### config.mk
export PLATFORM = sky130hd
export DESIGN_NAME = tc_to_binary_pipe
export DESIGN_NICKNAME = d
export VERILOG_FILES = /design/src/rtl/tc_pkg.sv /design/src/rtl/tc_decode_core.sv /design/src/rtl/tc_to_binary_pipe.sv
export SDC_FILE = /design/constraint.sdc
export NUM_CORES = 1
export LEC_CHECK = 0
export ABC_CLOCK_PERIOD_IN_PS = 3700
export CAP_MARGIN = 30
export CORE_UTILIZATION = 48
export DETAILED_ROUTE_END_ITERATION = 8
export PLACE_DENSITY = 0.87
export SLEW_MARGIN = 10
export SYNTH_ARGS = -nofsm -noshare
export SYNTH_HDL_FRONTEND = slang
export SYNTH_SLANG_ARGS = --single-unit
### constraint.sdc
create_clock -name clk -period 3.7 [get_ports clk]
set_clock_uncertainty 0.2 [all_clocks]
set_input_delay 0.74 -clock clk [delete_from_list [all_inputs] [get_ports clk]]
set_output_delay 0.74 -clock clk [all_outputs]
set_load 0.02 [all_outputs]
### src/rtl/tc_pkg.sv
// Shared types and helpers for thermometer-to-binary residue decoding.
// Codes are LSB-first thermometer vectors of width tw (at most 63 bits).
package tc_pkg;

    typedef enum logic {
        TC_STRICT = 1'b0,
        TC_BUBBLE = 1'b1
    } tc_mode_e;

    // Mask selecting the low tw bits of a 64-bit container.
    function automatic logic [63:0] tc_mask(input int tw);
        logic [63:0] m;
        if (tw >= 64) begin
            m = '1;
        end else begin
            m = (64'd1 << tw) - 64'd1;
        end
        return m;
    endfunction

    // Legal codes are all-zero or a run of ones starting at bit 0.
    // A run of low ones plus one carries into a single clean bit, so the
    // AND with the incremented value is zero exactly for legal codes.
    function automatic logic tc_is_legal(input logic [63:0] code, input int tw);
        logic [63:0] c;
        c = code & tc_mask(tw);
        return ((c & (c + 64'd1)) == 64'd0) && (c == code);
    endfunction

    // Number of ones among the low tw bits.
    function automatic logic [6:0] tc_popcount(input logic [63:0] code, input int tw);
        logic [6:0] cnt;
        cnt = '0;
        for (int i = 0; i < 64; i++) begin
            if (i < tw) begin
                cnt = cnt + {6'd0, code[i]};
            end
        end
        return cnt;
    endfunction

    // Index of the lowest zero bit; tw when all tw bits are set.
    // For a legal code this is exactly the number of ones.
    function automatic logic [6:0] tc_first_zero(input logic [63:0] code, input int tw);
        logic [6:0] idx;
        logic       found;
        idx   = 7'(tw);
        found = 1'b0;
        for (int i = 0; i < 64; i++) begin
            if ((i < tw) && !found && !code[i]) begin
                idx   = 7'(i);
                found = 1'b1;
            end
        end
        return idx;
    endfunction

endpackage

### src/rtl/tc_decode_core.sv
// Combinational decode of a registered thermometer code into a binary
// residue. The legality bit arrives precomputed from the first stage so
// the check is not duplicated here.
module tc_decode_core
    import tc_pkg::*;
#(
    parameter int M    = 9,
    parameter int MODE = 0,
    localparam int TW  = M - 1,
    localparam int BW  = $clog2(M)
) (
    input  logic [TW-1:0] code,
    input  logic          legal,
    output logic [BW-1:0] bin,
    output logic          err
);

    localparam tc_mode_e DEC_MODE = (MODE == 1) ? TC_BUBBLE : TC_STRICT;

    // Strict mode forces illegal codes to 0; bubble mode counts the ones.
    // Both results are at most TW, which always fits in BW bits.
    always_comb begin
        bin = '0;
        err = ~legal;
        if (DEC_MODE == TC_BUBBLE) begin
            bin = BW'(tc_popcount(64'(code), TW));
        end else if (legal) begin
            bin = BW'(tc_first_zero(64'(code), TW));
        end
    end

endmodule

### src/rtl/tc_to_binary_pipe.sv
// Two-stage pipelined thermometer-to-binary residue decoder with a
// valid/ready handshake and a saturating count of accepted illegal codes.
//
// Handshake: a transfer happens on a rising edge where valid and ready are
// both high. A producer holds valid and its data stable until the transfer;
// ready may depend combinationally on the downstream ready (no skid buffer).
module tc_to_binary_pipe
    import tc_pkg::*;
#(
    parameter int M     = 9,
    parameter int MODE  = 0,
    parameter int CNT_W = 8,
    localparam int TW   = M - 1,
    localparam int BW   = $clog2(M)
) (
    input  logic             clk,
    input  logic             rst_n,
    input  logic             in_valid,
    output logic             in_ready,
    input  logic [TW-1:0]    in_code,
    output logic             out_valid,
    input  logic             out_ready,
    output logic [BW-1:0]    out_bin,
    output logic             out_err,
    input  logic             err_clr,
    output logic [CNT_W-1:0] err_cnt
);

    localparam logic [CNT_W-1:0] CNT_MAX = '1;

    // Stage 1: raw code plus its legality bit.
    logic          s1_valid_q, s1_valid_d;
    logic [TW-1:0] s1_code_q, s1_code_d;
    logic          s1_legal_q, s1_legal_d;

    // Stage 2: decoded result, which is also the output register.
    logic          out_valid_q, out_valid_d;
    logic [BW-1:0] out_bin_q, out_bin_d;
    logic          out_err_q, out_err_d;

    logic [CNT_W-1:0] err_cnt_q, err_cnt_d;

    logic          in_legal;
    logic          s2_load;
    logic          s1_load;
    logic          in_fire;
    logic [BW-1:0] dec_bin;
    logic          dec_err;

    // Legality of the incoming code, used for stage 1 and for the counter.
    always_comb begin
        in_legal = tc_is_legal(64'(in_code), TW);
    end

    // Load conditions: a stage may take new data when empty or when the
    // stage after it is moving in the same cycle.
    always_comb begin
        s2_load = ~out_valid_q | out_ready;
        s1_load = ~s1_valid_q | s2_load;
        in_fire = in_valid & s1_load;
    end

    tc_decode_core #(
        .M    (M),
        .MODE (MODE)
    ) u_core (
        .code  (s1_code_q),
        .legal (s1_legal_q),
        .bin   (dec_bin),
        .err   (dec_err)
    );

    // Next-state for both pipeline stages; stalled stages keep their data.
    always_comb begin
        s1_valid_d  = s1_valid_q;
        s1_code_d   = s1_code_q;
        s1_legal_d  = s1_legal_q;
        out_valid_d = out_valid_q;
        out_bin_d   = out_bin_q;
        out_err_d   = out_err_q;

        if (s1_load) begin
            s1_valid_d = in_valid;
            if (in_valid) begin
                s1_code_d  = in_code;
                s1_legal_d = in_legal;
            end
        end

        if (s2_load) begin
            out_valid_d = s1_valid_q;
            if (s1_valid_q) begin
                out_bin_d = dec_bin;
                out_err_d = dec_err;
            end
        end
    end

    // Error counter: clear has priority over a same-cycle increment.
    always_comb begin
        err_cnt_d = err_cnt_q;
        if (err_clr) begin
            err_cnt_d = '0;
        end else if (in_fire && !in_legal && (err_cnt_q != CNT_MAX)) begin
            err_cnt_d = err_cnt_q + 1'b1;
        end
    end

    // Pipeline registers; reset discards anything in flight.
    always_ff @(posedge clk or negedge rst_n) begin
        if (!rst_n) begin
            s1_valid_q  <= 1'b0;
            s1_code_q   <= '0;
            s1_legal_q  <= 1'b0;
            out_valid_q <= 1'b0;
            out_bin_q   <= '0;
            out_err_q   <= 1'b0;
        end else begin
            s1_valid_q  <= s1_valid_d;
            s1_code_q   <= s1_code_d;
            s1_legal_q  <= s1_legal_d;
            out_valid_q <= out_valid_d;
            out_bin_q   <= out_bin_d;
            out_err_q   <= out_err_d;
        end
    end

    // Error counter register.
    always_ff @(posedge clk or negedge rst_n) begin
        if (!rst_n) begin
            err_cnt_q <= '0;
        end else begin
            err_cnt_q <= err_cnt_d;
        end
    end

    assign in_ready  = s1_load;
    assign out_valid = out_valid_q;
    assign out_bin   = out_bin_q;
    assign out_err   = out_err_q;
    assign err_cnt   = err_cnt_q;

endmodule

======== After elaboration in Yosys (flattened, before gate mapping) ========
Index checks and enable logic that the tools add are counted.
word-level totals
  register bits ........................... 24
  input port bits ......................... 13
  output and inout bits ................... 15
  word-level logic and storage cells ...... 70
operators by class
  $add $sub $neg .......................... 2
  equality and inequality tests ........... 1
  multiplexer cells ....................... 25
  bitwise gates (word level) .............. 7
  reduce and logical (&&, ||, !) cells .... 28
operator list
  operator                                                       number
  64-bit logical NOT                                             1
  4-bit 2-to-1 mux                                               9
  8-bit 2-to-1 mux                                               2
  1-bit logical NOT                                              15
  1-bit 2-to-1 mux                                               14
  8-bit by 1-bit adder with 9-bit output, second input constant  1
  8-bit by 9-bit bitwise AND with 9-bit output                   1
  1-bit logical AND                                              9
  8-bit by 1-bit adder with 8-bit output, second input constant  1
  8-bit != test, second input constant                           1
  2-bit AND reduction                                            2
  1-bit NOT                                                      3
  1-bit OR                                                       2
  2-bit nonzero test                                             1
  1-bit bitwise AND                                              1

======== Logic depth before layout (Yosys ltp) ========
  depth after elaboration ................. 30
  depth in mapped cells ................... 6
  mapped depth without buffers ............ 5

======== By module ========
From an unflattened synthesis, not the netlist that was laid out.
second synthesis, totals
  cell total of the unflattened synthesis .. 109
  area total of the unflattened synthesis .. 1189.9 um^2
modules (own cells, without submodules)
  module             instances  cells an instance  area an instance (um^2)  seq. area each (um^2)
  tc_to_binary_pipe  1          94                 1083.5                   600.6
  tc_decode_core     1          15                 106.4                    0.0

======== Worst setup path after synthesis ========
Ideal clock, no wire load.
  path kind ............................... input port to flip-flop
  start ................................... input port out_ready
  end ..................................... register err_cnt_q[7], in the netlist err_cnt[7]
  library setup time ...................... 128 ps
  arrival time ............................ 1936 ps
  slack ................................... 1437 ps
  stages on the path ...................... 5
  path buffers ............................ 0
  cell sequence ........................... nand3b_1 nand2_1 a41o_4 nor4b_2 mux2_1
on the way
  cells in the longest elaborated chain, start to end .. 6
ends and longest elaborated chain
  element                         line                      source
  start, declared                 tc_to_binary_pipe.sv:22   input logic out_ready,
  1-bit OR                        tc_to_binary_pipe.sv:58   s2_load = ~out_valid_q | out_ready;
  1-bit OR                        tc_to_binary_pipe.sv:59   s1_load = ~s1_valid_q | s2_load;
  1-bit bitwise AND               tc_to_binary_pipe.sv:60   in_fire = in_valid & s1_load;
  1-bit logical AND (2 in a row)  tc_to_binary_pipe.sv:104  end else if (in_fire && !in_legal && (err_cnt_q != CNT_MAX)) begin
  2-bit nonzero test (no line)    n/a
  end signal, assigned            tc_to_binary_pipe.sv:133  err_cnt_q <= err_cnt_d;
  end, declared                   tc_to_binary_pipe.sv:41   logic [CNT_W-1:0] err_cnt_q, err_cnt_d;
Every way passes these cells.
A chain may end at the register's enable or synchronous reset.

======== Worst setup path in the final report ========
  start ................................... input port out_ready
  end ..................................... output port in_ready
on the way
  cells in the longest elaborated chain, start to end .. 2
ends and longest elaborated chain
  element        line                     source
  1-bit OR       tc_to_binary_pipe.sv:58
  1-bit OR       tc_to_binary_pipe.sv:59
  end, declared  tc_to_binary_pipe.sv:19  output logic in_ready,
Every way passes these cells.

==> summary.md <==
| Metric | Value |
|---|---|
| Worst R2R Path Depth | `5` |
| Drt wl/cell | `14.88 um` |
| Avg Cell Area, Syn | `10.73 um2` |
| H-tree levels | `1` |
| Final Hold Viols | `0` |
| Row Count | `17` |
| PD cells | `381.1 mW/mm2` |
| Min Clock Period, post-route | `2.913 ns` |
| Slew @ Worst Pin | `0.4860 ns` |
| Mux cell area share after synthesis | `8.508%` |
| Post-Synth Simple-Gate Area | `21.64%` |
| R2R Setup Slk | `1.54 ns` |
| Max cap viols | `0` |
| Syn Std Cell Area | `0.001191 mm2` |
| Area Growth Syn to Fin | `28.78%` |
| Largest family of logic cells by synthesized area | `simple AND/OR/NAND/NOR gates` |
| Sw Share | `24.12%` |
| RSZ-0062 raised after global routing | `no` |
| Dpl ws | `0.6832 ns` |
| Status | `completed` |
| # diodes | `0` |
| Syn. warnings | `0` |
| Number of global-route vias before repair | `971` |
| Worst min path class | `flip-flop to flip-flop` |
| Area occupied by multi-input gates | `541.8 um2` |
| Psw | `0.0001410 W` |
| Post-placement cell count | `163` |
| Startpoint types | `input port` |
| CP endpoint kind | `output port` |
| Combinational power share | `17.0%` |
| Final nets | `154` |
| Clk_lat worst skew | `0.31 ns` |
| Clk pwr share | `31.8%` |
| Peak VDD IR | `0.2304 mV` |
| Crit Path Max Fanout | `3` |
| Fraction of layout cells with a size suffix above 1 | `12.23%` |
| Post-synthesis xor/xnor area fraction | `0%` |
| Die height | `51.82 um` |
| Mapped Cells | `111` |
| Routed vias | `965` |
| Core box area | `0.002276 mm2` |
| Max-slew headroom | `67.50%` |
| Most frequent cells in the layout | `clkdlybuf4s50_1, dfrtp_1, nand2_1` |
| Cell depth of the worst hold path | `2` |
| Post-cts resize count | `0` |
| Final RePlAce weighted congestion | `0.7758` |
| Detail Placement HPWL | `1.899 mm` |
| Post-Layout Cell Count | `167` |
| Largest net degree at the start of global routing | `16` |
| Crit share post-route | `78.74%` |
| I/O Buffers | `27` |
| Sequential area share after synthesis | `50.42%` |
| Pre-antenna DRT Iters | `4` |
| # fillers | `190` |
| Worst hold start | `out_bin[1]$_DFFE_PN0P_` |
| Final worst setup slack | `0.7866 ns` |
| First-pass GRT wire length | `4.284 mm` |
| #FFs+latches synth | `24` |
| Clk root buf | `clkbuf_4` |
| Min Hold Slack | `0.3019 ns` |
| Synth Area in Adders | `1.050%` |
| Sum Neg Setup Slack | `0 ns` |
| Via density | `5.778` |
| Post-CTS setup buffer count | `0` |
| DRC viols | `0` |
| Worst min-delay path endpoint | `out_bin[1]$_DFFE_PN0P_` |
| Die W | `51.82 um` |
| Clock-pin slew on the worst setup and hold paths | `0.13 ns` |
| R2r endpoint | `err_cnt[7]$_DFFE_PN0P_` |
| # clock sinks | `24` |
| Routed WL | `2.485 mm` |
| Ports | `28` |
| Crit Path Class | `input port to output port` |
| Critical Path RT | `2.76 ns` |
| Leakage | `0.6131 nW` |
| Max Fclk | `0.3432 GHz` |
| Initial antenna violation count | `0` |
| R2r startpoint | `out_valid$_DFFE_PN0P_` |
| Total gr overflow | `0` |
| CTS max path bufs | `2` |
| P_int | `0.0004436 W` |
| Final-report max-slew violation count | `0` |
| Post-Syn Nets | `125` |
| Hold buffer count at CTS | `0` |
| CTS tree | `built` |
| Power share of the sequential group | `51.2%` |
| Clock buffer count from CTS | `3` |
| Initial core utilization | `52.34%` |
| Unique cell type count in the Yosys netlist | `30` |
| Number of DRC markers in iteration 0 | `9` |
| Synth Area in Compound Gates | `14.29%` |
| Antenna Nets Post-Route | `0` |
| Die ar. | `0.002685 mm2` |
| GRT Total Usage | `21.90%` |
| Final setup vio count | `0` |
| Crit path DAT | `1.97 ns` |
| Most common cell after layout, fill and taps aside | `clkdlybuf4s50_1` |
| Sequential cell area | `600.6 um2` |
## layout make-up
class / count / area share, %
Clock inverter: 1 / 1.958
Clock buffer: 3 / 1.468
Multi-Input combinational cell: 78 / 35.32
Sequential cell: 24 / 39.15
Tap cell: 28 / 2.284
Timing Repair Buffer: 28 / 18.60
Inverter: 5 / 1.223
## worst max-delay path by stage
stage | start | endpoint | slack [ns] | cells past startpoint
floorplan | out_ready | err_cnt[7]$_DFFE_PN0P_ | 1.44 | 5
global placement | out_ready | err_cnt[7]$_DFFE_PN0P_ | 0.76 | 6
detailed placement | out_ready | err_cnt[7]$_DFFE_PN0P_ | 0.68 | 6
CTS | out_ready | in_ready | 0.79 | 3
global route | out_ready | in_ready | 0.74 | 3
finish | out_ready | in_ready | 0.79 | 3
## cells in the mapped netlist (all sizes together)
| master | n | share of area [%] |
|---|---|---|
| nand2b | 6 | 3.2 |
| nand3b | 1 | 0.63 |
| or3 | 3 | 1.6 |
| o41ai | 2 | 1.5 |
| buf | 3 | 2.2 |
| nand3 | 3 | 1.3 |
| a21boi | 1 | 0.63 |
| clkbuf | 1 | 0.31 |
| o31ai | 4 | 2.5 |
| dfrtp | 24 | 50 |
| nand2 | 11 | 3.5 |
| a22o | 2 | 1.5 |
| ha | 1 | 1.1 |
| and4 | 1 | 0.95 |
| and2b | 1 | 0.63 |
| nor4b | 1 | 1.3 |
| a21oi | 7 | 2.9 |
| nor4 | 1 | 1.1 |
| mux2 | 9 | 8.5 |
| inv | 5 | 1.6 |
| a31oi | 1 | 0.53 |
| or3b | 1 | 0.74 |
| o21ai | 7 | 2.9 |
| a41o | 1 | 1.8 |
| or4 | 4 | 2.5 |
| nand4 | 2 | 1.1 |
| nor2b | 4 | 2.1 |
| nor2 | 4 | 1.3 |
## through the flow
stage	cell area (um2)	utilization, %	total power (W)
6_report	1534	67.40	0.0005846
5_1_grt	1534	67.40	0.0006141
4_1_cts	1534	67.40	0.0005934
3_5_place_dp	1481	65.09	0.0004046
3_3_place_gp	1466	64.43	0.0003968
2_1_floorplan	1191	-	0.0003583
## metal layers
layer	vias up	track usage, %	routed length, um	share of wire, %
met5	-	0	0	0
met4	0	8.108	34	1.4
met3	4	3.509	117	4.7
met2	28	40.48	1290	52
met1	473	25.05	1042	42
li1	460	-	-	-
## power by group through the flow
stage / registers [W] / clock network (W) / logic [W]
after floorplan: 0.000308 / 0 / 0.0000500
after detailed placement: 0.000305 / 0 / 0.0000999
final: 0.000299 / 0.000186 / 0.0000993
after CTS: 0.000299 / 0.000194 / 0.000100
after global routing: 0.000303 / 0.000201 / 0.000110
after global placement: 0.000303 / 0 / 0.0000941
## state kept, by name, summed over array words and instances, names as in the netlist
register    cells
s1_legal_q      1
out_err         1
err_cnt         8
out_bin         4
out_valid       1
s1_code_q       8
s1_valid_q      1
## cell families (layout without fill, tap and decap cells)
kind of cell,count (synthesis),after routing
and+or+nand+nor,43,43
adders and majority gates,1,1
buffers and inverters,9,37
DFF,24,24
muxes,9,9
AOI/OAI and AO/OA,25,25
## critical path: stages
cell,delay (ns)
clkdlybuf4s50_1,0.47
nand3b_1,0.15
clkdlybuf4s50_1,0.62
Power figures use the tool's default switching activity.
==> patch (config.mk and constraints unchanged) <==
`MODE` is set to 0 in 2 places; all go to 1.
--- a/src/rtl/tc_decode_core.sv
+++ b/src/rtl/tc_decode_core.sv
@@ -7,3 +7,3 @@
     parameter int M    = 9,
-    parameter int MODE = 0,
+    parameter int MODE = 1,
     localparam int TW  = M - 1,
--- a/src/rtl/tc_to_binary_pipe.sv
+++ b/src/rtl/tc_to_binary_pipe.sv
@@ -10,3 +10,3 @@
     parameter int M     = 9,
-    parameter int MODE  = 0,
+    parameter int MODE  = 1,
     parameter int CNT_W = 8,
Function: changed (Yosys sat finds a counterexample within 4 cycles, from zero or initial values and one cycle with rst_n low).
==> patch against the original RTL <==
Cell count is 3.0% higher; sequential cell count stayed put; setup slack worse by 0.19 ns; synthesized cell count stayed put; routed wire length is 8.7% lower; cell area is 8.0% higher; die area is 8.9% higher; via count is 6.6% lower; register-to-register slack worse by 0.94 ns; critical path depth is 5 higher; synthesized area is 9.2% higher.
Power is not compared: it rests on default switching activity, and its combinational part moved more than twofold at a synthesized area within 25%.
==> patch: results (changes against the original RTL) <==
The final critical delay including setup and external delays came to 3.10 ns (was 2.91 ns). The compound-cell area share of the yosys netlist is 0.0740 (was 0.143). The biggest cell delay along the critical path was 0.49 ns (was 0.62 ns). The master of the slowest instance on the critical path is fa_1 (was clkdlybuf4s50_1).

The detailed-route wire length on metal 1 came out at 967 um (was 1040 um). The number of standard cells in the final layout excluding fillers was 172 (was 167). The arithmetic-cell share of the synthesized area counting full adders, half adders and majority gates is 0.100 (was 0.0105).

The beginning of the worst hold path is s1_legal_q (was out_bin[1]). The routability congestion estimate from global placement was 0.810 (was 0.776). The largest driver fanout on the critical path came out at 2 (was 3).

The number of distinct library cell variants in the gate-level netlist after synthesis came out at 29 (was 30). Run status: finished, final reports clean (unchanged). The pin count of the biggest net entering global routing is 14 (was 16). The setup slack on the worst flop-to-flop path is 0.60 ns (was 1.54 ns).

The global router's overall resource usage came out at 0.195 (was 0.219). The depth of the worst hold-timing path came to 1 (was 2). The net count after synthesis came out at 132 (was 125).

The met3 wire length is 66 um (was 117 um). The half-perimeter wire length after detailed placement came out at 1890 um (was 1900 um). The share of synthesized area occupied by flip-flops and latches came to 0.462 (was 0.504). The fraction of layout instances using a drive strength above 1 is 0.176 (was 0.122). The first-iteration detailed-routing DRC count came to 6 (was 9). The xor/xnor cell area share of the yosys netlist came to 0.0337 (was 0). The later-pin clock latency in the skew report came out at 0.32 ns. The met2 track demand over resource came out at 0.333 (was 0.405).

Most frequent cells after synthesis: dfrtp_1, mux2_2, inv_1 (was dfrtp_1, nand2_1, mux2_2). The critical path's top delay family is adder cells (was buffers and inverters). The final hold slack was 0.276 ns (was 0.302 ns).

The average via count per standard cell came out at 5.24 (was 5.78). The number of global-route vias before repair is 896 (was 971). The routing usage on met3 was 0.0678 (was 0.0351). The met1 track utilization from global routing was 0.221 (was 0.250). The capturing point of the worst reg2reg path is out_bin[1] (was err_cnt[7]). The most instantiated flip-flop cell in the synthesis netlist is dfrtp_1 (unchanged).

The wire length of the first global-routing pass is 3870 um (was 4280 um). The slew of the pin with the lowest slew margin came out at 0.539 ns (was 0.486 ns). Most area-consuming cells after synthesis: dfrtp_1, mux2_2, fa_1 (was dfrtp_1, mux2_2, nand2_1).

The routed wire length on met2 came out at 1200 um (was 1290 um). The count of nets after finishing is 164 (was 154). The area after detailed placement is 0.00162 sq mm (was 0.00148 sq mm). The layout filler cell count is 196 (was 190).

The cell count of the worst reg-to-reg path is 8 (was 5). The worst setup timing slack at the placement stage came out at 0.586 ns (was 0.683 ns). The multiplexer area fraction after synthesis is 0.117 (was 0.0851). The critical register-to-register path startpoint was s1_code_q[0] (was out_valid). The end point of the most critical hold path is out_err (was out_bin[1]).
patch: cell count changes in the layout (fill, tap and decap cells not counted), moves of 4 or more:
cell     change
a21oi_1      -5
o31ai_1      -4
nor2_1       +4
inv_1        +4
or4_1        -4
fa_1         +4
xnor2_1      +4
patch: kinds of logic (layout without fill, tap and decap cells):
logic type / after synthesis / count (layout)
xor gates and xnor gates: 5 / 5
muxes: 13 / 13
AOI/OAI and AO/OA: 12 / 12
DFF: 24 / 24
and+or+nand+nor: 39 / 39
buffers and inverters: 10 / 41
adders and majority gates: 8 / 8
patch: power by group:
part | leakage (nW) | internal [mW] | switching (mW) | total [mW]
clock | 0.0210 | 0.0602 | 0.0742 | 0.134
sequential | 0.300 | 0.301 | 0.0222 | 0.323
combinational | 0.388 | 0.145 | 0.139 | 0.284
total | 0.709 | 0.506 | 0.236 | 0.742
patch: worst max-delay path by stage:
stage / cells past startpoint / start / end / slack, ns
floorplan: 8 / s1_code_q[0] / out_bin[1] / 0.69
global placement: 8 / s1_code_q[0] / out_bin[1] / 0.66
detailed placement: 8 / s1_code_q[0] / out_bin[1] / 0.59
CTS: 8 / s1_code_q[0] / out_bin[1] / 0.58
global route: 8 / s1_code_q[0] / out_bin[1] / 0.47
finish: 8 / s1_code_q[0] / out_bin[1] / 0.60
patch: worst reg2reg max path: cells and delay by family, from the launching register on:
family / cells / cell delay [ns]
adder cells (fa/ha/maj): 5 / 2.02
multiplexers: 1 / 0.27
flip-flops: 1 / 0.40
buffers and inverters: 2 / 0.12
patch: cell type report:
cell class / count / area [sq um] / share of cell area
timing repair buffer: 28 / 285 / 0.172
inverter: 9 / 33.8 / 0.0204
multi-input combinational: 77 / 663 / 0.400
tap: 30 / 37.5 / 0.0227
clock buffer: 4 / 36.3 / 0.0219
sequential: 24 / 601 / 0.363
